File: config.mk
export PLATFORM = sky130hd
export DESIGN_NAME = load_store_unit_flat
export DESIGN_NICKNAME = d
export VERILOG_FILES = /design/src/rtl/lsu_pkg.sv /design/src/rtl/load_store_unit_if.sv /design/src/rtl/lsu_byte_lane.sv /design/src/rtl/load_store_unit.sv /design/src/flat_wrapper.sv
export SDC_FILE = /design/constraint.sdc
export NUM_CORES = 1
export LEC_CHECK = 0
export ABC_AREA = 1
export CAP_MARGIN = 20
export CORE_MARGIN = 10
export CORE_UTILIZATION = 30
export DETAILED_ROUTE_END_ITERATION = 10
export PLACE_DENSITY = 0.67
export SLEW_MARGIN = 20
export SYNTH_ARGS = -nofsm -noshare
export SYNTH_HDL_FRONTEND = slang
export SYNTH_SLANG_ARGS = --single-unit
File: constraint.sdc
create_clock -name clk -period 4.9 [get_ports clk]
set_input_delay 0.98 -clock clk [delete_from_list [all_inputs] [get_ports clk]]
set_output_delay 0.98 -clock clk [all_outputs]
set_load 0.02 [all_outputs]
File: src/rtl/lsu_pkg.sv
// Shared types and helpers for the load/store unit.
// Size encodings, FSM states and the alignment rule.
package lsu_pkg;

  localparam logic [1:0] SZ_BYTE = 2'b00;
  localparam logic [1:0] SZ_HALF = 2'b01;
  localparam logic [1:0] SZ_WORD = 2'b10;
  localparam logic [1:0] SZ_RSVD = 2'b11;

  typedef enum logic [2:0] {
    IDLE,
    LD,
    ST,
    RMW_RD,
    RMW_WR,
    RESP
  } lsu_state_e;

  function automatic logic misaligned(
    input logic [1:0] size,
    input logic [1:0] lo
  );
    return (size == SZ_RSVD)
        || (size == SZ_HALF && lo[0])
        || (size == SZ_WORD && lo != 2'b00);
  endfunction

endpackage

File: src/rtl/load_store_unit_if.sv
// Request/response handshake bundle and
// word-only data-memory port bundle.
interface lsu_req_if #(
  parameter int ADDR_W = 32
);
  logic              req_valid;
  logic              req_ready;
  logic              req_we;
  logic [1:0]        req_size;
  logic              req_unsigned;
  logic [ADDR_W-1:0] req_addr;
  logic [31:0]       req_wdata;
  logic              rsp_valid;
  logic              rsp_ready;
  logic [31:0]       rsp_rdata;
  logic              rsp_err;

  modport master (
    output req_valid, req_we, req_size,
    output req_unsigned, req_addr, req_wdata,
    output rsp_ready,
    input  req_ready, rsp_valid,
    input  rsp_rdata, rsp_err
  );

  modport slave (
    input  req_valid, req_we, req_size,
    input  req_unsigned, req_addr, req_wdata,
    input  rsp_ready,
    output req_ready, rsp_valid,
    output rsp_rdata, rsp_err
  );
endinterface

interface lsu_mem_if #(
  parameter int ADDR_W = 32
);
  logic              MemRead;
  logic              MemWrite;
  logic [ADDR_W-1:0] read_address;
  logic [ADDR_W-1:0] write_address;
  logic [31:0]       Write_data;
  logic [31:0]       MemData_in;

  modport master (
    output MemRead, MemWrite,
    output read_address, write_address,
    output Write_data,
    input  MemData_in
  );

  modport slave (
    input  MemRead, MemWrite,
    input  read_address, write_address,
    input  Write_data,
    output MemData_in
  );
endinterface

File: src/rtl/lsu_byte_lane.sv
// Little-endian lane extract with sign/zero
// extension, and lane merge for sub-word stores.
module lsu_byte_lane
  import lsu_pkg::*;
(
  input  logic [31:0] i_word,
  input  logic [1:0]  i_lane,
  input  logic [1:0]  i_size,
  input  logic        i_unsigned,
  input  logic [15:0] i_wdata,
  output logic [31:0] o_load,
  output logic [31:0] o_merge
);
  logic [7:0]  w_byte;
  logic [15:0] w_half;

  always_comb begin
    w_byte  = i_word[{i_lane, 3'b000} +: 8];
    w_half  = i_lane[1] ? i_word[31:16]
                        : i_word[15:0];
    o_load  = i_word;
    o_merge = i_word;
    unique case (1'b1)
      i_size == SZ_BYTE: begin
        o_load = {{24{w_byte[7] & ~i_unsigned}},
                  w_byte};
        o_merge[{i_lane, 3'b000} +: 8] =
          i_wdata[7:0];
      end
      i_size == SZ_HALF: begin
        o_load = {{16{w_half[15] & ~i_unsigned}},
                  w_half};
        if (i_lane[1]) o_merge[31:16] = i_wdata;
        else           o_merge[15:0]  = i_wdata;
      end
      default: ;
    endcase
  end
endmodule

File: src/rtl/load_store_unit.sv
// Data-memory initiator: word-indexed loads/stores,
// read-modify-write for sub-word stores.
module load_store_unit
  import lsu_pkg::*;
#(
  parameter int WORD_INDEX_W = 16,
  parameter int ADDR_W       = 32
) (
  input logic       clk,
  input logic       reset,
  lsu_req_if.slave  req,
  lsu_mem_if.master mem
);
  lsu_state_e              r_state;
  logic                    r_we;
  logic                    r_uns;
  logic                    r_err;
  logic [1:0]              r_size;
  logic [WORD_INDEX_W+1:0] r_addr;
  logic [31:0]             r_wdata;
  logic [31:0]             r_merge;
  logic [31:0]             r_rdata;

  logic [31:0]       w_lane_word;
  logic [31:0]       w_load;
  logic [31:0]       w_merged;
  logic [ADDR_W-1:0] w_widx;
  logic              w_bad;

  assign w_bad = misaligned(req.req_size,
                            req.req_addr[1:0]);
  assign w_widx =
    ADDR_W'(r_addr[WORD_INDEX_W+1:2]);

  // One lane unit serves both the load and the merge
  assign w_lane_word = (r_state == LD)
                     ? mem.MemData_in : r_merge;

  lsu_byte_lane u_lane (
    .i_word     (w_lane_word),
    .i_lane     (r_addr[1:0]),
    .i_size     (r_size),
    .i_unsigned (r_uns),
    .i_wdata    (r_wdata[15:0]),
    .o_load     (w_load),
    .o_merge    (w_merged)
  );

  assign req.req_ready = (r_state == IDLE)
                      && !reset;
  assign req.rsp_valid = (r_state == RESP);
  assign req.rsp_rdata = r_rdata;
  assign req.rsp_err   = r_err;

  assign mem.MemRead  = (r_state == LD)
                     || (r_state == RMW_RD);
  assign mem.MemWrite = (r_state == ST)
                     || (r_state == RMW_WR);
  assign mem.read_address  = w_widx;
  assign mem.write_address = w_widx;

  always_comb begin
    mem.Write_data = '0;
    if (r_state == ST)
      mem.Write_data = r_wdata;
    else if (r_state == RMW_WR)
      mem.Write_data = w_merged;
  end

  always_ff @(posedge clk or posedge reset) begin
    if (reset) begin
      r_state <= IDLE;
      r_we    <= 1'b0;
      r_uns   <= 1'b0;
      r_err   <= 1'b0;
      r_size  <= SZ_BYTE;
      r_addr  <= '0;
      r_wdata <= '0;
      r_merge <= '0;
      r_rdata <= '0;
    end else begin
      unique case (r_state)
        IDLE: if (req.req_valid) begin
          r_we    <= req.req_we;
          r_uns   <= req.req_unsigned;
          r_size  <= req.req_size;
          r_addr  <= req.req_addr[WORD_INDEX_W+1:0];
          r_wdata <= req.req_wdata;
          r_rdata <= '0;
          r_err   <= w_bad;
          if (w_bad)
            r_state <= RESP;
          else if (!req.req_we)
            r_state <= LD;
          else if (req.req_size == SZ_WORD)
            r_state <= ST;
          else
            r_state <= RMW_RD;
        end
        LD: begin
          r_rdata <= w_load;
          r_state <= RESP;
        end
        ST: r_state <= RESP;
        RMW_RD: begin
          r_merge <= mem.MemData_in;
          r_state <= RMW_WR;
        end
        RMW_WR: r_state <= RESP;
        RESP: if (req.rsp_ready) r_state <= IDLE;
        default: r_state <= IDLE;
      endcase
    end
  end
endmodule

File: src/flat_wrapper.sv
// flat-port wrapper written by rule: the top's interface ports become plain ports
module load_store_unit_flat import lsu_pkg::*;
#(
  parameter int WORD_INDEX_W = 16,
  parameter int ADDR_W       = 32
)
  (clk, reset, req_req_valid, req_req_we, req_req_size, req_req_unsigned, req_req_addr, req_req_wdata, req_rsp_ready, req_req_ready, req_rsp_valid, req_rsp_rdata, req_rsp_err, mem_MemRead, mem_MemWrite, mem_read_address, mem_write_address, mem_Write_data, mem_MemData_in);
  lsu_req_if #(.ADDR_W(ADDR_W)) req_i ();
  lsu_mem_if #(.ADDR_W(ADDR_W)) mem_i ();
  input logic clk;
  input logic reset;
  input wire logic [$bits(req_i.req_valid)-1:0] req_req_valid;
  input wire logic [$bits(req_i.req_we)-1:0] req_req_we;
  input wire logic [$bits(req_i.req_size)-1:0] req_req_size;
  input wire logic [$bits(req_i.req_unsigned)-1:0] req_req_unsigned;
  input wire logic [$bits(req_i.req_addr)-1:0] req_req_addr;
  input wire logic [$bits(req_i.req_wdata)-1:0] req_req_wdata;
  input wire logic [$bits(req_i.rsp_ready)-1:0] req_rsp_ready;
  output wire logic [$bits(req_i.req_ready)-1:0] req_req_ready;
  output wire logic [$bits(req_i.rsp_valid)-1:0] req_rsp_valid;
  output wire logic [$bits(req_i.rsp_rdata)-1:0] req_rsp_rdata;
  output wire logic [$bits(req_i.rsp_err)-1:0] req_rsp_err;
  output wire logic [$bits(mem_i.MemRead)-1:0] mem_MemRead;
  output wire logic [$bits(mem_i.MemWrite)-1:0] mem_MemWrite;
  output wire logic [$bits(mem_i.read_address)-1:0] mem_read_address;
  output wire logic [$bits(mem_i.write_address)-1:0] mem_write_address;
  output wire logic [$bits(mem_i.Write_data)-1:0] mem_Write_data;
  input wire logic [$bits(mem_i.MemData_in)-1:0] mem_MemData_in;
  assign req_i.req_valid = req_req_valid;
  assign req_i.req_we = req_req_we;
  assign req_i.req_size = req_req_size;
  assign req_i.req_unsigned = req_req_unsigned;
  assign req_i.req_addr = req_req_addr;
  assign req_i.req_wdata = req_req_wdata;
  assign req_i.rsp_ready = req_rsp_ready;
  assign req_req_ready = req_i.req_ready;
  assign req_rsp_valid = req_i.rsp_valid;
  assign req_rsp_rdata = req_i.rsp_rdata;
  assign req_rsp_err = req_i.rsp_err;
  assign mem_MemRead = mem_i.MemRead;
  assign mem_MemWrite = mem_i.MemWrite;
  assign mem_read_address = mem_i.read_address;
  assign mem_write_address = mem_i.write_address;
  assign mem_Write_data = mem_i.Write_data;
  assign mem_i.MemData_in = mem_MemData_in;
  load_store_unit #(.WORD_INDEX_W(WORD_INDEX_W), .ADDR_W(ADDR_W)) u_core (.clk(clk), .reset(reset), .req(req_i), .mem(mem_i));
endmodule
== Word-level counts from Yosys, hierarchy flattened ==
Cells that the tools add are included.

* Memories: 0
* Input bits: 104
* Output and inout bits: 133
* Latch bits: 0
* Bits in registers: 121
* Memory bits (writable): 0
* Word-level logic and storage cells: 59
* Memory bits (read-only): 0

* Mux-type cells: 17
* Multiply operators: 0
* $add $sub $neg: 1
* Reductions and logical operators: 16
* Equality and inequality tests: 11
* Order comparisons: 0
* Shift-type cells: 3
* Div/mod/pow operators: 0
* Bitwise gates (word level): 3

{| class="wikitable"
|+ Operators with widths
! kind !! number
|-
| $pmux 32 s2 || 3
|-
| $mux 32 || 4
|-
| $mux 16 || 3
|-
| $bwmux 32 || 1
|-
| $shift 8x7->32 const A || 1
|-
| $shiftx 32x6->8 || 1
|-
| $shiftx 8x7->32 || 1
|-
| $mux 3 || 4
|-
| $pmux 3 s4 || 1
|-
| $neg 5->7 || 1
|-
| $eq 3x2->1 const B || 2
|-
| $eq 3x3->1 const B || 2
|-
| $reduce_and 2->1 || 3
|-
| $eq 2x1->1 const B || 2
|-
| $eq 2x2->1 const B || 2
|-
| $logic_or 1x1->1 || 4
|-
| $ne 2x2->1 const B || 2
|-
| $reduce_bool 2->1 || 2
|-
| $eq 3x1->1 const B || 1
|-
| $logic_and 1x1->1 || 3
|-
| $logic_not 3->1 || 1
|-
| $reduce_or 3->1 || 1
|-
| $and 1x1->1 || 2
|-
| $logic_not 2->1 || 1
|-
| 3 further kinds || 3
|}

== Depth between registers and ports, before layout ==
* Depth after elaboration: 7
* Gate-level depth with buffers: 14
* Depth with buffers taken out: 12

== Cells and area by module ==
From an unflattened synthesis, not the netlist that was laid out.

* Cell total of the unflattened synthesis: 1180
* Area, all modules: 8052.7 um^2

{| class="wikitable"
|+ By module, submodules not included
! module !! area each (um^2) !! cells an instance !! times used
|-
| load_store_unit || 6160.9 || 757 || 1
|-
| lsu_byte_lane || 1891.8 || 423 || 1
|}

== Worst setup path before layout ==
Ideal clock, no wire load.

* Path kind: register -> output
* From: register u_core.r_addr[1]
* To: output mem_Write_data[28]
* Data arrival time: 2.273 ns
* Path slack: 1.647 ns
* Cell stages (with the launch flop): 13
* Data required time: 3.920 ns
* Cell sequence: dfrtp_1 buf_2 inv_1 buf_2 buf_2 buf_2 ha_1 inv_1 clkbuf_1 nand3_1 o221ai_1 nand3_1 o21ai_0

* Longest elaborated chain between the ends: 6

{| class="wikitable"
|+ Ends and longest elaborated chain
! element !! RTL line !! source
|-
| start: declaration || load_store_unit.sv:19 || <nowiki>logic [WORD_INDEX_W+1:0] r_addr;</nowiki>
|-
| start signal: assignment || load_store_unit.sv:87 || <nowiki>r_addr <= req.req_addr[WORD_INDEX_W+1:0];</nowiki>
|-
| $neg 5->7 || lsu_byte_lane.sv:27 || <nowiki>o_merge[{i_lane, 3'b000} +: 8] =</nowiki>
|-
| $shiftx 8x7->32 or $shift 8x7->32 (tied branches) || lsu_byte_lane.sv:27 ||
|-
| $bwmux 32 || lsu_byte_lane.sv:27 ||
|-
| $pmux 32 s2 * || lsu_byte_lane.sv:23 || <nowiki>unique case (1'b1)</nowiki>
|-
| $mux 32 * || load_store_unit.sv:66 || <nowiki>else if (r_state == RMW_WR)</nowiki>
|-
| $mux 32 * || load_store_unit.sv:64 || <nowiki>if (r_state == ST)</nowiki>
|-
| end: declaration || flat_wrapper.sv:27 || <nowiki>output wire logic [$bits(mem_i.Write_data)-1:0] mem_Write_data;</nowiki>
|}

Every way passes the cells marked *; elsewhere a longest branch is shown, timed or not.

== Final worst setup path ==
* From: register u_core.r_addr[1]
* To: output mem_Write_data[8]

The elaborated chain is that of the path after synthesis.

==> flow_summary.rst <==
.. list-table::
   :header-rows: 1

   * - Metric
     - Value
   * - Result of the run
     - completed
   * - Share of Yosys cell area claimed by the top area cell type
     - around 39%
   * - Post-synthesis compound-gate area fraction
     - 19.2%
   * - Unique masters post-synth
     - 35
   * - Areal power density over the cells
     - between 700 and 800 nW/um^2
   * - CP Cell Sequence
     - inv_1, ha_1, nand2_1, o221ai_1, nand3_1, o21ai_0, clkdlybuf4s50_1
   * - Startpoint Class
     - flop
   * - Final cell count without fillers
     - 1604
   * - Worst-Margin Slew
     - a little over 0.9 ns
   * - CP endpoint kind
     - output pin
   * - Max Cap Viol
     - 0
   * - M3 GR Usage
     - 6.44%
   * - Maximum number of pins on one net before global-route repair
     - 70
   * - Dominant combinational cell family by area after synthesis
     - simple AND/OR/NAND/NOR gates
   * - Average wire length per cell after detail routing
     - ~18 um
   * - Post-synth EDFFs
     - 0
   * - Final setup violation count
     - 0
   * - Reg area
     - between 3000 and 4000 um^2
   * - Via total after detailed routing
     - approximately 7800
   * - Cells after synthesis
     - between 1000 and 1500
   * - Antenna violations before repair
     - 0
   * - Clock tree sinks
     - approximately 120
   * - Number of register bits inferred by synthesis
     - about 120
   * - Maximum level of the CTS H-tree
     - 4
   * - Sw Ratio
     - 49.4%
   * - Final WL
     - roughly 29 mm
   * - Antenna fix cells
     - 0
   * - Internal power
     - around 4000 uW
   * - Clock skew
     - between 0.015 and 0.02 ns
   * - Leakage power
     - between 0.004 and 0.005 uW
   * - Clock-pin slew of the registers on the worst-case setup and hold paths
     - ~0.06 ns
   * - Crit-path max FO
     - 21
   * - Reg power frac
     - a little under a quarter
   * - Die area
     - 33100 um^2
   * - Count of placed standard cells including taps
     - ~1600
   * - Total negative slack
     - 0 ns
   * - Comb power frac
     - about three fifths
   * - Post-synthesis share of cell area spent on and, or, nand and nor gates
     - between 20% and 30%
   * - P_sw
     - 3880 uW
   * - Critical path data required time
     - roughly 3.9 ns
   * - Synth-to-layout area growth
     - 30.8%
   * - Total half-perimeter wirelength after legalization and detailed placement
     - 21.6 mm
   * - Antenna Nets Post-Route
     - 0
   * - Synthesis Warnings
     - 0
   * - Max transition margin
     - around 38%
   * - Violation count after the first detailed-routing iteration
     - ~680
   * - Layout fillers
     - between 2000 and 3000
   * - Number of global-route vias before repair
     - just under 8000
   * - Clk_lat worst skew
     - 0.44 ns
   * - Xor and xnor fraction of the mapped netlist area
     - 0%
   * - Global-route wire length before repair
     - approximately 45 mm
   * - Cell with the largest stage delay on the worst path
     - sky130_fd_sc_hd__clkdlybuf4s50_1
   * - Final count of hold timing violations
     - 0
   * - Post-route minimum period
     - about 4.4 ns
   * - FFs w/ async S/R, synth
     - 100%
   * - Most repeated cell in the gate-level netlist after synthesis
     - sky130_fd_sc_hd__nand2_1
   * - Most area-hungry cell type in the Yosys netlist
     - sky130_fd_sc_hd__dfrtp_1
   * - GR met1 Demand/Resource
     - approximately a fifth
   * - Cell chosen for the clock root
     - sky130_fd_sc_hd__clkbuf_16
   * - Total area of multi-input combinational cells
     - approximately 3700 um^2
   * - Max Clock Freq
     - around 230 MHz
   * - Synth area leaders
     - sky130_fd_sc_hd__dfrtp_1, sky130_fd_sc_hd__nand2_1, sky130_fd_sc_hd__o21ai_0
   * - Most heavily used metal layer in global routing
     - met2
   * - Number of nets in the layout
     - around 1400
   * - TritonCTS clock tree
     - done
   * - Unrepaired setup endpoints after global routing
     - no
   * - Number of detailed-route iterations in the first pass
     - 7
   * - Critical path start-end classification
     - reg -> out
   * - Worst IR drop on VDD
     - 0.338 mV
   * - Drt via density
     - between 4 and 5
   * - Postcts setup bufs
     - 0
   * - Die Span X
     - around 180 um
   * - Arrival time of the worst setup path
     - roughly 3.4 ns
   * - Proportion of layout cells with a drive suffix above 1
     - 6.78%
   * - Initial cell density of the core
     - 30.3%
   * - Grt total ovfl
     - 0
   * - # rows
     - between 50 and 60
   * - Number of buffers on the longest clock path
     - 2
   * - Number of design rule violations left after detail routing
     - 0
   * - Gpl congestion
     - 0.958
   * - Met2 track demand over resource in global routing
     - 26.8%
   * - Die height
     - roughly 180 um
   * - Total routing usage reported by global routing
     - 17.1%
   * - Mean area per synthesized cell
     - 6.98 um^2
   * - Cts bufs inserted
     - 17
   * - Clock power frac
     - about 17%
   * - Most instantiated flip-flop cell in the synthesis netlist
     - sky130_fd_sc_hd__dfrtp_1
   * - Synth top cells by count
     - sky130_fd_sc_hd__nand2_1, sky130_fd_sc_hd__o21ai_0, sky130_fd_sc_hd__dfrtp_1, sky130_fd_sc_hd__inv_1, sky130_fd_sc_hd__buf_4
   * - Number of top-level design ports
     - 237
   * - Part of the cycle the worst path needs
     - 89.6%
   * - Number of pins with negative max-slew slack in the final report
     - 0
   * - # port buffers
     - 190
   * - Post-Syn Area
     - just under 8000 um^2
   * - Floorplan core area
     - between 20000 and 30000 um^2
   * - Mux share of post-synthesis cell area
     - 0%
   * - Type of the most critical hold path
     - reg -> reg
   * - Hold_buf cts
     - 0
   * - Count of cells resized by post-cts repair
     - 0
   * - Largest incremental delay on the critical path
     - approximately 0.7 ns
   * - Synth Area in Adders
     - less than 1%
   * - Portion of the post-synthesis area used by sequential elements
     - a little under 40%
-- critical path: cells and delay by family, from the launching register on --
kind | cells | cell delay (ns)
buffers and inverters | 2 | 1.18
AND/OR/NAND/NOR | 2 | 0.44
adder cells (fa/ha/maj) | 1 | 0.51
flip-flops | 1 | 0.37
AO/OA/AOI/OAI | 2 | 0.49
-- final timing paths --
check	from	endpoint	slack, ns	cells past startpoint
max in group asynchronous	reset	u_core.req.rsp_rdata[3]	3.03	3
worst max register to register	u_core.r_state[1]	u_core.r_wdata[8]	2.59	8
min in group asynchronous	reset	u_core.r_addr[11]	1.03	2
worst max-delay path	u_core.r_addr[1]	mem_Write_data[8]	0.51	7
worst min register to register	u_core.req.rsp_rdata[15]	u_core.req.rsp_rdata[15]	0.48	2
worst min-delay path	u_core.req.rsp_rdata[15]	u_core.req.rsp_rdata[15]	0.48	2
-- power groups by stage --
| stage | clock network [uW] | logic (uW) | registers (uW) |
|---|---|---|---|
| floorplan | 0 | 3010 | 1820 |
| global placement | 0 | 4680 | 1770 |
| detailed placement | 0 | 4740 | 1790 |
| CTS | 1340 | 4770 | 1780 |
| global route | 1380 | 5220 | 1830 |
| finish | 1310 | 4760 | 1780 |
-- layout by cell type (no fill, tap or decap), types with 20 or more instances in the layout --
master and count:
sky130_fd_sc_hd__nand2_1 346, sky130_fd_sc_hd__conb_1 32, sky130_fd_sc_hd__a21oi_1 63, sky130_fd_sc_hd__nand3_1 43, sky130_fd_sc_hd__o21ai_0 125, sky130_fd_sc_hd__buf_4 20, sky130_fd_sc_hd__dfrtp_1 121, sky130_fd_sc_hd__nor2_1 57
sky130_fd_sc_hd__clkdlybuf4s50_1 189, sky130_fd_sc_hd__o221ai_1 21, sky130_fd_sc_hd__inv_1 120
-- layer usage --
metal | vias up | wire (um)
met5 | - | 0
met4 | 0 | 696
met3 | 40 | 2640
met2 | 343 | 13000
met1 | 3643 | 12400
li1 | 3798 | -
-- area by class of cell --
cell class | count | share of cell area (%)
clock inverter | 14 | 1.70
clock buffer | 18 | 4.18
timing repair buffer | 210 | 20.1
tap | 335 | 4.08
inverter | 126 | 4.63
sequential | 121 | 29.5
multi-input combinational | 780 | 35.9
-- stage by stage --
| step | power [uW] | utilization [%] | setup WS (ns) | hold slack [ns] | area [um^2] |
|---|---|---|---|---|---|
| final | 7860 | 39.7 | 0.508 | 0.479 | 10300 |
| after global routing | 8440 | 39.7 | 0.336 | 0.499 | 10300 |
| after CTS | 7880 | 39.6 | 0.546 | 0.483 | 10300 |
| after detailed placement | 6530 | 37.3 | 0.917 | 0.470 | 9670 |
| after global placement | 6460 | 37.3 | 0.941 | 0.465 | 9670 |
| after floorplan | 4830 | - | 0.706 | 0.453 | 7980 |
-- state kept, by name (all words and copies together), names as in the netlist --
register,count
u_core.req.rsp_rdata,32
u_core.req.rsp_err,1
u_core.r_merge,32
u_core.r_wdata,32
u_core.r_size,2
u_core.r_addr,18
u_core.r_state,3
u_core.r_uns,1
-- logic make-up after synthesis --
logic type / after synthesis
and+or+nand+nor: 482
other: 1
DFF: 121
buffers and inverters: 256
AOI/OAI and AO/OA: 261
adders and majority gates: 5
Power figures use the tool's default switching activity.
==> RTL change (same settings) <==
`ADDR_W` is set to 32 in 4 places; all go to 64.
--- a/src/rtl/load_store_unit_if.sv
+++ b/src/rtl/load_store_unit_if.sv
@@ -2,5 +2,5 @@
 // word-only data-memory port bundle.
 interface lsu_req_if #(
-  parameter int ADDR_W = 32
+  parameter int ADDR_W = 64
 );
   logic              req_valid;
@@ -34,5 +34,5 @@
 
 interface lsu_mem_if #(
-  parameter int ADDR_W = 32
+  parameter int ADDR_W = 64
 );
   logic              MemRead;
--- a/src/rtl/load_store_unit.sv
+++ b/src/rtl/load_store_unit.sv
@@ -5,5 +5,5 @@
 #(
   parameter int WORD_INDEX_W = 16,
-  parameter int ADDR_W       = 32
+  parameter int ADDR_W       = 64
 ) (
   input logic       clk,
--- a/src/flat_wrapper.sv
+++ b/src/flat_wrapper.sv
@@ -3,5 +3,5 @@
 #(
   parameter int WORD_INDEX_W = 16,
-  parameter int ADDR_W       = 32
+  parameter int ADDR_W       = 64
 )
   (clk, reset, req_req_valid, req_req_we, req_req_size, req_req_unsigned, req_req_addr, req_req_wdata, req_rsp_ready, req_req_ready, req_rsp_valid, req_rsp_rdata, req_rsp_err, mem_MemRead, mem_MemWrite, mem_read_address, mem_write_address, mem_Write_data, mem_MemData_in);
Ports: changed (resized mem_read_address, mem_write_address and req_req_addr); port bits go from 237 to 333. No check against the original RTL was run, so the function may have changed too.
==> RTL change against the original RTL <==
Wire length up 3.4%. Area after synthesis grew 6.1%. Total power barely moved. Sequential power is essentially flat. Worst setup slack worse by 180 ps. Non-clock buffer count fell by 3. Cell area grew 2.5%. Critical path depth grew 1. Core utilization fell by 0.89 points. Sequential cell count is the same. Synthesized cell count rose by 5.7%. Largest power group unchanged.
==> RTL change: results (changes against the original RTL) <==
buf_share_pct: 19.40  # -0.66 points
path_max_fanout: 15  # -29%
synth_fa_ha_area_share_pct: 0.7502  # -0.046 points
nMultiInputCombCells: 844  # +8.2%
grt_use_total_pct: 16.43  # -0.65 points
grt_pass1_wl_um: 45230  # +1.5%
hp-start: "u_core.req.rsp_rdata[28]"
filler_cell_count: 2921  # +8.1%
first_global_vias: 7777  # +0.67%
cp.arrival_ps: 3590  # +180 ps
design.final.nets: 1458  # +6.8%
area_share_clock_buf_inv_pct: 5.652  # -0.23 points
worstHoldEndpoint: "u_core.req.rsp_rdata[28]"
grt_max_degree: 85  # +21%
skew_ps: 11.38  # -5.611 ps
synth-compound-area-share_pct: 18.06  # -1.1 points
route.layer.met1.wl_um: 12760  # +3.0%
final_weighted_congestion_in_routability_driven_placement: 0.9326  # -2.7%
grt.met2_usage_pct: 26.29  # -0.48 points
drt_pass1_iterations: 5  # -2
nonClockBufferCount: 207  # -1.4%
met3WireLength_um: 3007  # +14%
r2r_setup_slack_ps: 2290  # -300 ps
groute.layer.met1.usage_pct: 20.29  # -0.76 points
total_leakage_power_nw: 5.155  # +3.7%
grt.met3_usage_pct: 6.220  # -0.22 points
run_status: "finished clean"
ir_drop_uv: 355.1  # +5.0%
post_synth_most_frequent_cells: "nand2_1, buf_4, o21ai_0, dfrtp_1, inv_1"
reg2regPathDepth: 9  # +1
crit_path_start: "u_core.r_addr[0]"
crit_end: "mem_Write_data[4]"
ratio_of_cells_with_drive_above_1_in_the_final_layout_pct: 6.321  # -0.46 points
num_vias: 7979  # +2.0%
[RTL change: metrics by stage]
stage | hold WS (ps) | cell area, µm² | std cells | setup WS (ps)
2_1_floorplan | 453.0 | 8696 | 1285 | 705.8
3_3_place_gp | 463.8 | 9937 | 1670 | 893.4
3_5_place_dp | 467.1 | 9937 | 1670 | 902.6
4_1_cts | 483.9 | 10530 | 1701 | 413.2
5_1_grt | 493.9 | 10540 | 1701 | 178.0
6_report | 476.3 | 10540 | 1701 | 325.6
[RTL change: power breakdown]
group | switching [mW] | leakage, nW | internal [mW]
logic | 3.09 | 3.41 | 1.69
clock network | 0.486 | 0.270 | 0.809
registers | 0.322 | 1.48 | 1.46
total | 3.90 | 5.16 | 3.96
[RTL change: tightest hold or removal path, delay by kind of cell (launching register included)]
family / cells / cell delay [ps]
simple gates: 2 / 100
flops: 1 / 340
